[src/rtl/alu16.sv]
// alu16: registered adder with sign/zero/carry/parity/overflow flags; define ALU16_SUB_EN to add a subtract port.
module alu16 #(
  parameter int WIDTH = 16
) (
  input  logic             clk,
  input  logic             rst_n,
  input  logic             in_valid,
  input  logic [WIDTH-1:0] X,
  input  logic [WIDTH-1:0] Y,
`ifdef ALU16_SUB_EN
  input  logic             sub,
`endif
  output logic [WIDTH-1:0] Z,
  output logic             S,
  output logic             ZR,
  output logic             CY,
  output logic             P,
  output logic             V,
  output logic             out_valid
);
  logic             sub_w;
  logic [WIDTH-1:0] ye, r;
  logic [WIDTH:0]   sum;
  logic [WIDTH-1:0] z_q, z_d;
  logic             s_q, s_d, zr_q, zr_d, cy_q, cy_d, p_q, p_d, v_q, v_d, ov_q, ov_d;
`ifdef ALU16_SUB_EN
  assign sub_w = sub;
`else
  assign sub_w = 1'b0;
`endif
  // subtraction is X + ~Y + 1; the carry out is then the inverse of the borrow
  always_comb begin
    ye   = sub_w ? ~Y : Y;
    sum  = {1'b0, X} + {1'b0, ye} + {{WIDTH{1'b0}}, sub_w};
    r    = sum[WIDTH-1:0];
    z_d  = in_valid ? r : z_q;
    s_d  = in_valid ? r[WIDTH-1] : s_q;
    zr_d = in_valid ? (r == '0) : zr_q;
    cy_d = in_valid ? (sum[WIDTH] ^ sub_w) : cy_q;
    p_d  = in_valid ? ~^r : p_q;
    v_d  = in_valid ? ((X[WIDTH-1] == ye[WIDTH-1]) && (r[WIDTH-1] != X[WIDTH-1])) : v_q;
    ov_d = in_valid;
  end
  always_ff @(posedge clk or negedge rst_n) begin
    if (!rst_n) begin
      z_q  <= '0;
      s_q  <= 1'b0;
      zr_q <= 1'b0;
      cy_q <= 1'b0;
      p_q  <= 1'b0;
      v_q  <= 1'b0;
      ov_q <= 1'b0;
    end else begin
      z_q  <= z_d;
      s_q  <= s_d;
      zr_q <= zr_d;
      cy_q <= cy_d;
      p_q  <= p_d;
      v_q  <= v_d;
      ov_q <= ov_d;
    end
  end
  assign Z         = z_q;
  assign S         = s_q;
  assign ZR        = zr_q;
  assign CY        = cy_q;
  assign P         = p_q;
  assign V         = v_q;
  assign out_valid = ov_q;
endmodule

[config.mk]
export PLATFORM = sky130hd
export DESIGN_NAME = alu16
export DESIGN_NICKNAME = d
export VERILOG_FILES = /design/src/rtl/alu16.sv
export SDC_FILE = /design/constraint.sdc
export NUM_CORES = 1
export LEC_CHECK = 0
export CAP_MARGIN = 40
export CORE_ASPECT_RATIO = 1.25
export CORE_UTILIZATION = 27
export CTS_CLUSTER_SIZE = 28
export DETAILED_ROUTE_END_ITERATION = 8
export HOLD_SLACK_MARGIN = 0.15
export PLACE_DENSITY = 0.61
export RECOVER_POWER = 100
export SYNTH_ARGS = -nofsm -noshare
export SYNTH_HDL_FRONTEND = slang
export SYNTH_SLANG_ARGS = --single-unit
export TNS_END_PERCENT = 20
[constraint.sdc]
create_clock -name clk -period 1.1 [get_ports clk]
set_input_delay 0.275 -clock clk [delete_from_list [all_inputs] [get_ports clk]]
set_output_delay 0.275 -clock clk [all_outputs]
set_load 0.01 [all_outputs]
==> results by stage <==
Clock network:
- Counting every sink on the clock net gives 21.
- CTS placed an instance of clkbuf_8 at the clock tree root.
- At the later pin of the worst-skew pair, clock insertion delay measures 260 ps.
- The clock passes through at most 2 buffers.
- For this design, the CTS-stage hold fixing added 0 buffers.
- The clock tree from TritonCTS is done.
- In this run the number of H-tree levels came out at 1.
- The number of clock buffers added by TritonCTS is 3.
- The clock slew seen by the registers of the worst setup and hold paths is 70 ps.

Synthesis:
- The share of the synthesized area in the top cell type is 29.4%.
- The register area share after synthesis is 29.4%.
- The number of storage elements in the synthesis netlist is 21.
- In the synthesized netlist the dominant register cell turns out to be dfrtp_1.
- Ranked by total cell area, the synthesized netlist is headed by dfrtp_1 29%, ha_1 16%, nand2_1 6.1%, xnor2_1 4.9%, o21ai_0 4.8%.
- By instance count, the leading cell after synthesis is nand2_1.
- The commonest cells after synthesis are 29 x nand2_1, 23 x ha_1, 21 x dfrtp_1.
- Yosys printed 0 warnings.
- The gate count of the mapped netlist is 193.
- dfrtp_1 takes more of the synthesized area than any other cell.
- The synthesized net count is 252.
- A synthesized cell averages 9.26 µm².
- The number of unique standard cell types used by synthesis is between 40 and 50.
- Yosys mapped a number of flops with a built-in enable equal to 0.
- The post-synthesis instance area is 1790 µm².
- Of all flip-flops after synthesis, the portion carrying an async set or reset was 100%.

Critical path:
- The end of the worst register-to-register path is Z[9]$_DFFE_PN0P_.
- The count of cell instances traversed by the critical path is 17.
- Of all nets on the critical path, the largest fanout is 3.
- Counting cells, the worst reg-to-reg path comes to 3.
- In this design, the largest share of critical-path delay is due to adder cells.
- The data arrival time of the critical path is between 2000 and 3000 ps.
- The path type of the worst setup path is in -> reg.
- The number of buffer and inverter stages on the critical path is 2.
- The cell at the slowest stage of the critical path is fa_2.
- The internal reg-to-reg setup slack is 170 ps.
- STA puts the critical path data required time at around 1300 ps.
- Traced cell by cell, the critical path runs through buf_6 -> ha_4 -> inv_2 -> fa_2 -> nor2b_4 -> o21bai_4 -> a21oi_2 -> o21bai_2 -> a21oi_2 -> nor3_2 -> or2_4 -> ha_4 -> xor2_2 -> xnor2_1 -> xnor2_1 -> xnor3_1 -> a21oi_2.
- The startpoint of the most critical setup path is X[0].
- The startpoint type of the worst setup path is a primary input.
- In this run the worst setup path terminates at P$_DFFE_PN0P_.
- The largest single stage delay on the critical path is around 360 ps.
- In this run the critical register-to-register path is launched from Z[9]$_DFFE_PN0P_.
- The endpoint type of the worst setup path is a register.
- The cell repeated most along the worst path is a21oi_2.

Detailed routing:
- The number of remaining DRC errors is 0.
- The mean number of vias per cell is about 4.6.
- The remaining number of nets flagged by the antenna check after routing is 0.
- For this run, the detailed router's first-pass iteration total came to 4.
- Wires add up to 5140 µm.
- The detailed-route wire length per cell is 12.3 µm.
- The detailed router's first-iteration violation count is 44.
- The vias after detailed routing is 1918.

Placement:
- The number of I/O port buffers is 56.
- The HPWL after detailed placement is just under 4000 µm.
- Routability-driven placement finished with a final weighted congestion of just under 0.8.
- The cell area after placement is 3000 µm².

Timing:
- Setup violations remaining at the end of the flow were counted as 17.
- The final number of max-transition violations came to 0.
- The transition time at the pin with the least slew margin is 530 ps.
- Static timing analysis puts the maximum clock frequency at 361 MHz.
- The final worst slack is -1670 ps.
- The final critical-path share of the clock period is 252%.
- Setup repair after global routing could not meet its margin everywhere.
- Final hold analysis gives a worst-case slack of 382 ps.
- In this run the tightest slew margin relative to its limit is approximately 65%.
- The clock tree skew after final layout is 0 ps.
- The number of hold violations in the final report is 0.
- The summed negative setup slack over all endpoints is -12590 ps.
- Counting I/O delays and the setup requirement, the final critical path takes ~2800 ps.

Power:
- Summing internal, switching and leakage power gives 3.99 mW.
- The internal power of the cells totals about 2.6 mW.
- Of the total power, registers draw 25.0%.
- The switching share of total power is a little over a third.
- In this run, the combinational gates consume 62.4% of the power.
- The portion of total power attributed to the clock network is 12.6%.
- The maximum ir drop on the vdd rail is 510 µV.
- Power spread over the standard cell area amounts to about 1200 nW/µm².
- For this design the total switching power over the nets is 1.39 mW.
- The static leakage is 1.56 nW.

Global route:
- The all-layer global routing usage is 15.6%.
- The number of antenna violations at the first check in global routing is 0.
- The first global-routing pass estimated roughly 8400 µm of wire.
- The total congestion overflow is 0.
- Entering global routing, the biggest net connects 23 pins.
- The via count of the first global-routing pass came to 1920.

Layout:
- The layout has 604 filler cells.
- The layout cell share with drive strength beyond 1 is 56.5%.
- The final non-filler cell area is approximately 3300 µm².
- The repair_antennas step left the layout with diodes totalling 0.
- After the last flow step, the layout net total stands at 393.
- From synthesis to final layout, the design area changed by 87.2%.

Run status:
- The run finished, with violations left.
- The checks that failed: negative setup slack.

Flow run:
- Max-cap violations in this run came to 0.

Floorplanning:
- Once the floorplan was initialized, standard cells occupied approximately 28% of the core.
- The area of the die is 6950 µm².
- The top-level I/O count is 57.
- The standard-cell row count is 32.
- The total area inside the core boundary comes to about 6300 µm².
- Measured along the x axis, the die boundary spans 74.8 µm.
- The height of the die is approximately 93 µm.

Hold path:
- The path class of the tightest hold or removal check is in -> reg.
what timing repair did:
| action | 4_1_cts | 5_1_grt |
|---|---|---|
| buffers inserted | 15 | 5 |
| pin swaps | 35 | 25 |
| setup endpoints to repair | 42 | 26 |
| resized for setup | 185 | 31 |
| cloned | 0 | 0 |
cell type report:
cell class	instances	area, µm²	share of cell area, %
clock buffer	4	45.0	1.35
tap	85	106	3.18
multi-input combinational	158	1560	46.5
timing repair buffer	143	1090	32.5
sequential	21	526	15.7
inverter	7	26.3	0.785
sequential cells by signal (all words and copies together) (netlist names):
name       count
ZR             1
CY             1
V              1
Z             15
out_valid      1
S              1
P              1
layout by cell type (no fill, tap or decap), types with 2 or more instances in the layout:
cell             instances
buf_4                   82
nand2_1                 28
buf_2                   25
dfrtp_1                 21
clkdlybuf4s50_1         12
ha_1                    11
ha_4                    11
o21ai_1                 10
xnor2_2                  7
a21o_1                   6
a21oi_1                  6
buf_6                    6
clkbuf_2                 6
a21oi_2                  5
nor2_1                   5
xor2_1                   5
o21ai_0                  5
inv_2                    4
a21oi_4                  4
xnor2_1                  4
xor2_2                   4
dlygate4sd2_1            4
inv_1                    3
o21ai_2                  3
nand2b_1                 3
o31ai_1                  3
clkbuf_8                 3
clkdlybuf4s15_2          3
nand3_4                  2
mux2_2                   2
nand4_1                  2
o311ai_2                 2
nand3_1                  2
clkdlybuf4s15_1          2
cell families (layout without fill, tap and decap cells):
| group | after synthesis | count (layout) | synth area share [%] |
|---|---|---|---|
| AOI/OAI and AO/OA | 58 | 58 | 22.0 |
| and+or+nand+nor | 53 | 53 | 13.9 |
| adders and majority gates | 24 | 24 | 17.2 |
| xor gates and xnor gates | 21 | 21 | 11.9 |
| DFF | 21 | 21 | 29.4 |
| buffers and inverters | 14 | 154 | 4.34 |
| muxes | 2 | 2 | 1.26 |
worst reg2reg max path: stages (launching register included):
cell and delay, ps:
dfrtp_1 380, buf_4 130, a21oi_1 170, o311ai_2 120
worst min-delay path by stage:
stage,startpoint,depth (start not counted),end
after floorplan,rst_n,0,CY$_DFFE_PN0P_
after detailed placement,V$_DFFE_PN0P_,2,V$_DFFE_PN0P_
after global routing,Y[0],3,Z[0]$_DFFE_PN0P_
after CTS,rst_n,2,Z[11]$_DFFE_PN0P_
final,Y[0],3,Z[0]$_DFFE_PN0P_
after global placement,V$_DFFE_PN0P_,2,V$_DFFE_PN0P_
power groups by stage:
| stage | clock [mW] | sequential [mW] | combinational, mW |
|---|---|---|---|
| 2_1_floorplan | 0 | 1.08 | 1.11 |
| 3_3_place_gp | 0 | 1.02 | 2.18 |
| 3_5_place_dp | 0 | 1.02 | 2.23 |
| 4_1_cts | 0.516 | 1.00 | 2.30 |
| 5_1_grt | 0.548 | 1.02 | 2.71 |
| 6_report | 0.502 | 0.998 | 2.49 |
per-stage QoR:
stage	worst slack [ps]	std cells	utilization, %
after floorplan	-1730	193	-
after global placement	-2390	396	47.8
after detailed placement	-2470	396	47.8
after CTS	-1730	413	51.6
after global routing	-1840	418	53.2
final	-1670	418	53.2
per-layer routing:
| metal | part of all wire (%) | global-route usage (%) | vias up |
|---|---|---|---|
| met3 | 2.4 | 1.29 | 6 |
| li1 | - | - | 968 |
| met1 | 41 | 18.3 | 909 |
| met2 | 55 | 28.1 | 35 |
| met4 | 1.9 | 6.60 | 0 |
| met5 | 0 | 0 | - |
Note: power is estimated with default switching activity, not from simulation.
